## src/rtl/fc_argmax_reader.sv

```systemverilog
// ----------------------------------------------------------------------------
// fc_argmax_reader
//   Consumer end of the fully-connected layer's output vector. Captures one
//   packed score vector per frame and scans it one element per cycle. It then
//   returns the winning class index and score through a valid/ready handshake.
//   Ties keep the lowest index.
//
// Ports
//   clk           in   clock, all logic on rising edge
//   rst_n         in   synchronous active-low reset
//   scores_in     in   packed scores, element k = [k*SCORE_WIDTH +: SCORE_WIDTH]
//   scores_valid  in   scores_in valid
//   scores_ready  out  block can accept a vector (state == IDLE)
//   class_idx     out  winning class index (registered)
//   class_score   out  winning score (registered)
//   class_valid   out  result valid (registered)
//   class_ready   in   downstream accepts result
//   busy          out  state != IDLE
//
// Configuration
//   FC_ARGMAX_THRESHOLD_EN : when defined, a best score below THRESHOLD
//   reports class_idx = all ones. class_score still carries the true best
//   score. When undefined, THRESHOLD is unused.
// ----------------------------------------------------------------------------
module fc_argmax_reader #(
  parameter int unsigned NUM_CLASSES = 8,
  parameter int unsigned SCORE_WIDTH = 16,
  parameter int unsigned IDX_WIDTH   = 4,
  parameter logic [SCORE_WIDTH-1:0] THRESHOLD = 16'h0100
) (
  input  logic                               clk,
  input  logic                               rst_n,
  input  logic [NUM_CLASSES*SCORE_WIDTH-1:0] scores_in,
  input  logic                               scores_valid,
  output logic                               scores_ready,
  output logic [IDX_WIDTH-1:0]               class_idx,
  output logic [SCORE_WIDTH-1:0]             class_score,
  output logic                               class_valid,
  input  logic                               class_ready,
  output logic                               busy
);

  localparam int unsigned SEL_W = $clog2(NUM_CLASSES);

  typedef enum logic [1:0] {
    IDLE = 2'd0,
    SCAN = 2'd1,
    DONE = 2'd2
  } state_t;

  state_t                 state;
  logic [SCORE_WIDTH-1:0] elems [NUM_CLASSES];
  logic [IDX_WIDTH-1:0]   cnt;
  logic [SCORE_WIDTH-1:0] best_score;
  logic [IDX_WIDTH-1:0]   best_idx;

  logic [SCORE_WIDTH-1:0] cur_score;
  logic                   take;
  logic [SCORE_WIDTH-1:0] nxt_score;
  logic [IDX_WIDTH-1:0]   nxt_idx;
  logic                   last;
  logic [IDX_WIDTH-1:0]   result_idx;

  assign scores_ready = (state == IDLE);
  assign busy         = (state != IDLE);

  // cnt never exceeds NUM_CLASSES-1, so its low SEL_W bits address the buffer.
  always_comb begin
    cur_score = elems[cnt[SEL_W-1:0]];
    take      = (cur_score > best_score);
    nxt_score = take ? cur_score : best_score;
    nxt_idx   = take ? cnt : best_idx;
    last      = (cnt == IDX_WIDTH'(NUM_CLASSES - 1));
  end

`ifdef FC_ARGMAX_THRESHOLD_EN
  always_comb begin
    result_idx = (nxt_score < THRESHOLD) ? '1 : nxt_idx;
  end
`else
  logic unused_threshold;
  assign unused_threshold = ^THRESHOLD;
  always_comb begin
    result_idx = nxt_idx;
  end
`endif

  always_ff @(posedge clk) begin
    if (!rst_n) begin
      state       <= IDLE;
      class_valid <= 1'b0;
      class_idx   <= '0;
      class_score <= '0;
      cnt         <= '0;
      best_score  <= '0;
      best_idx    <= '0;
      for (int unsigned k = 0; k < NUM_CLASSES; k++) begin
        elems[k] <= '0;
      end
    end else begin
      case (state)
        IDLE: begin
          if (scores_valid) begin
            for (int unsigned k = 0; k < NUM_CLASSES; k++) begin
              elems[k] <= scores_in[k*SCORE_WIDTH +: SCORE_WIDTH];
            end
            best_score <= scores_in[SCORE_WIDTH-1:0];
            best_idx   <= '0;
            cnt        <= IDX_WIDTH'(1);
            state      <= SCAN;
          end
        end
        SCAN: begin
          best_score <= nxt_score;
          best_idx   <= nxt_idx;
          if (last) begin
            class_idx   <= result_idx;
            class_score <= nxt_score;
            class_valid <= 1'b1;
            state       <= DONE;
          end else begin
            cnt <= cnt + IDX_WIDTH'(1);
          end
        end
        DONE: begin
          if (class_ready) begin
            class_valid <= 1'b0;
            state       <= IDLE;
          end
        end
        default: begin
          state       <= IDLE;
          class_valid <= 1'b0;
        end
      endcase
    end
  end

endmodule

```

## config.mk

```make
export PLATFORM = sky130hd
export DESIGN_NAME = fc_argmax_reader
export DESIGN_NICKNAME = d
export VERILOG_FILES = /design/src/rtl/fc_argmax_reader.sv
export SDC_FILE = /design/constraint.sdc
export NUM_CORES = 1
export LEC_CHECK = 0
export CAP_MARGIN = 15
export CORE_ASPECT_RATIO = 1.2
export CORE_MARGIN = 2
export CORE_UTILIZATION = 55
export CTS_CLUSTER_DIAMETER = 150
export DETAILED_ROUTE_END_ITERATION = 16
export PLACE_DENSITY = 0.84
export SKIP_LAST_GASP = 1
export SYNTH_ARGS = -nofsm -noshare
export SYNTH_HDL_FRONTEND = slang
export SYNTH_SLANG_ARGS = --single-unit
```

## constraint.sdc

```tcl
create_clock -name clk -period 23.8 [get_ports clk]
set_clock_uncertainty 0.2 [all_clocks]
set_input_delay 7.14 -clock clk [delete_from_list [all_inputs] [get_ports clk]]
set_output_delay 7.14 -clock clk [all_outputs]
set_load 0.005 [all_outputs]
```

# Word-level counts from Yosys, hierarchy flattened
# Memory sizes are Yosys's and may differ from the RTL's. A register that Yosys moved wholly into a read port is not among the register bits.
# Index checks and enable logic that the tools add are counted.
# Widths: inputs -> output; s select.
dict set report totals {
  ff_bits 47
  mem_bits_rw 128
  out_inout_bits 23
  n_memories 1
}
# memory words word_bits read_ports rd_ports_with_merged_regs wr line_no
set mem_list {}
lappend mem_list {elems 8 16 1 1 8 52} ;# logic [SCORE_WIDTH-1:0] elems [NUM_CLASSES];
dict set report op_classes {
  n_addsub 1
  magnitude_cmp 1
  eq_ne 7
  n_mux 31
  n_bitwise 9
  reduce_logical 8
}
# operator n
set op_table {}
lappend op_table {{$mux 16} 10}
lappend op_table {{$pmux 16 s2} 1}
lappend op_table {{$gt 16x16->1} 1}
lappend op_table {{$mux 4} 4}
lappend op_table {{$pmux 4 s2} 2}
lappend op_table {{$reduce_and 3->1} 3}
lappend op_table {{$ne 2x2->1 const B} 4}
lappend op_table {{$or 1x1->1} 8}
lappend op_table {{$mux 1} 7}
lappend op_table {{$mux 2} 3}
lappend op_table {{$mux 3} 2}
lappend op_table {{$pmux 2 s3} 1}
lappend op_table {{$add 4x1->4 const B} 1}
lappend op_table {{$eq 4x3->1 const B} 1}
lappend op_table {{$reduce_and 2->1} 2}
lappend op_table {{$reduce_bool 2->1} 2}
lappend op_table {{$pmux 1 s3} 1}
lappend op_table {{$eq 2x1->1 const B} 1}
lappend op_table {{$eq 2x2->1 const B} 1}
lappend op_table {{$logic_not 2->1} 1}
lappend op_table {{$not 1->1} 1}

# Longest topological paths before layout
dict set report depth {
  ltp_word 5
  mapped_depth 12
  mapped_depth_nobuf 9
}

# Worst setup path before layout
# Ideal clock, no wire load.
dict set report synth_timing {
  path_kind {input port to flip-flop}
  start {input scores_valid}
  end {register with a tool-made name}
  arrival_time_ns 16.643
  required_time_ns 23.054
  path_slack_ns 6.410
  stages 3
  path_buffers 0
  cell_sequence {o21bai_1 > o21ai_0 > nor2_1}
}
# item line_no
set synth_lines {}
lappend synth_lines {{start: declaration} 34} ;# input logic scores_valid,

==> metrics.txt <==
outcome=completed; vias post-DR=5655; hold endpoint=class_score[8]; post-route setup slack=14030 ps; WS Path Type=primary input to register; RSZ-0062 raised after global routing=no; Post-synth EDFFs=128; hold_buf cts=0; Slew Limit Fails=0; met2 usage=40.1%; biggest area consumer among synthesized cells=edfxtp_1; GR Overflow Total=0; Syn Area/Cell=12.8 um2; fillers=927; 1st-iter DRT viols=545; I/O Buffers=154; post-synth net total=787; final worst path period share=41.1%; largest net degree at the start of global routing=160; dpl ws=13590 ps; wire per inst=19.5 um; layout cell share with drive strength beyond 1=11.6%; synth warn=0; 1st-pass router iterations=5; Rows=48; R2R depth=10; max-cap violations=0; global route hottest layer=met2; worst hold path cell count=2; Worst R2R End=best_score[14]; worst rel slew slack=37.1%; Setup-failing EPs final=0; Peak VDD IR=0.0453 mV; initial antenna violation count=1; top post-synthesis cells by count=edfxtp_1 (128), and3_1 (94), nand2_1 (56); Layout area overhead=28.1%; GPL Wtd Cong=0.813; GRT met3 Usage=5.19%; Clock Path Buffers=2; chip width=115 um; Detail Placement HPWL=12700 um; power per cell area=74.6 mW/mm2; M1 GR Usage=30.7%; Final Hold Vio Count=0; sequential-to-total area share from yosys stat=59.3%; top cell type's share of synthesized area=47.1%; cell count after synthesis=638; R2R setup slack=19290 ps; Core Box Area=0.0145 mm2; Sink Count=178; antenna cell count=0; ys async rst share=0%; clk_lat worst skew=420 ps; Distinct cells, synth=42; most frequent cell after synthesis=edfxtp_1; starting density of the core=56.4%; hold_ws=246 ps; Detailed Route WL=19200 um; worst-path maximum fanout=75; Hold Crit Class=register to register; CP endpoint kind=register; Total GRT Usage=24.5%; final net count=919; Die Ht=137 um; placed insts=950; post_cts resized=0; Final Critical Period=9770 ps; Yosys reg bits=178; setup_tns=0 ps; f_max=0.102 GHz; vias in the first global route=5734; static leakage=4.17 nW; Slew @ Worst Pin=941 ps; Netlist Area Pre-Place=0.00817 mm2; die area=0.0158 mm2; Post CTS Setup Buffer Count=0; Main synth FF type=edfxtp_1; CTS clk-pin slew, worst paths=60 ps; Critical Path Source Type=primary input; vias per std cell=5.75; TritonCTS clock tree=yes; critical path arrival=9620 ps; Final Non-Filler Cells=983; TritonCTS Buffers=17; Hold Startpoint=class_score[8]; largest cells by area after synthesis=edfxtp_1 (47%), dfxtp_1 (12%), mux4_2 (8.8%); global-route wire length before repair=29100 um; H-tree levels=4; root buffer cell=clkbuf_16; io pins=155; drt drc=0; DRT antenna net count=0; Crit path required time=23640 ps
[report_power, final]
| group | switching [mW] | leakage [nW] | internal [mW] |
|---|---|---|---|
| combinational | 0.0661 | 2.07 | 0.0629 |
| sequential | 0.00871 | 1.80 | 0.359 |
| clock | 0.110 | 0.301 | 0.174 |
[cell usage in the layout, fill, tap and decap left out, drive strengths merged, types with 2 or more instances in the layout]
| cell type | synthesis | routed |
|---|---|---|
| clkdlybuf4s50 | 0 | 153 |
| edfxtp | 128 | 128 |
| and3 | 94 | 94 |
| o21ai | 57 | 57 |
| nand2 | 56 | 56 |
| dfxtp | 50 | 50 |
| and2 | 39 | 39 |
| mux4 | 32 | 32 |
| clkbuf | 40 | 30 |
| inv | 20 | 20 |
| mux2i | 18 | 18 |
| ha | 17 | 17 |
| mux2 | 16 | 16 |
| a21oi | 11 | 11 |
| nor2 | 10 | 10 |
| nand3 | 9 | 9 |
| buf | 8 | 8 |
| o2bb2ai | 4 | 4 |
| nor2b | 3 | 3 |
| nor3 | 3 | 3 |
| nand4 | 3 | 3 |
| a2bb2oi | 2 | 2 |
| xor2 | 2 | 2 |
| o211a | 2 | 2 |
| clkinv | 0 | 2 |
[layout make-up]
class                   count  area (um2)  area share, %
repair buffers            161        1610           15.4
multi-input cells         392        3060           29.2
flip-flops and latches    178        4850           46.3
clock buffers              30         612           5.85
clock inverters             2        7.51         0.0718
well taps                 200         250           2.39
inverters                  20        75.1          0.718
[registers in the layout, summed over array words and instances (netlist names), named ones only]
signal and cells:
class_idx 4, state 2, class_valid 1, cnt 4
best_score 16, elems 128, best_idx 4, class_score 16
[how the worst max path moves through the flow]
stage	startpoint	to	slack, ps	depth (start not counted)
2_1_floorplan	scores_valid	register	6410	3
3_3_place_gp	scores_valid	elems[0][6]	13680	5
3_5_place_dp	scores_valid	elems[7][7]	13590	5
4_1_cts	scores_valid	elems[1][12]	14030	5
5_1_grt	scores_valid	elems[1][12]	13840	5
6_report	scores_valid	elems[5][3]	14030	5
[worst max-delay path, cell delays in order]
cell and delay, ps:
clkdlybuf4s50_1 520, o21bai_1 280, o21ai_4 230, buf_4 580, buf_4 810
[routing by layer]
metal,part of all wire (%),routed length (um)
met1,39,7490
met2,49,9460
met3,7.3,1400
met4,4.4,840
met5,0.068,13
[metrics by stage]
| step | util [%] | cell area, um2 | power [mW] |
|---|---|---|---|
| 6_report | 72.3 | 10500 | 0.780 |
| 5_1_grt | 72.3 | 10500 | 0.805 |
| 4_1_cts | 72.1 | 10400 | 0.779 |
| 3_5_place_dp | 67.8 | 9810 | 0.499 |
| 3_3_place_gp | 67.8 | 9810 | 0.492 |
| 2_1_floorplan | - | 8170 | 0.459 |
[cell families (layout without fill, tap and decap cells)]
group | count (synthesis) | after routing | synth area share (%)
multiplexers | 66 | 66 | 13.2
AND/OR/NAND/NOR | 224 | 224 | 15.2
AO/OA/AOI/OAI | 83 | 83 | 5.93
buffers and inverters | 68 | 213 | 3.45
flip-flops | 178 | 178 | 59.3
adder cells (fa/ha/maj) | 17 | 17 | 2.60
XOR/XNOR | 2 | 2 | 0.215
No activity file was read; power rests on OpenSTA's default activity.
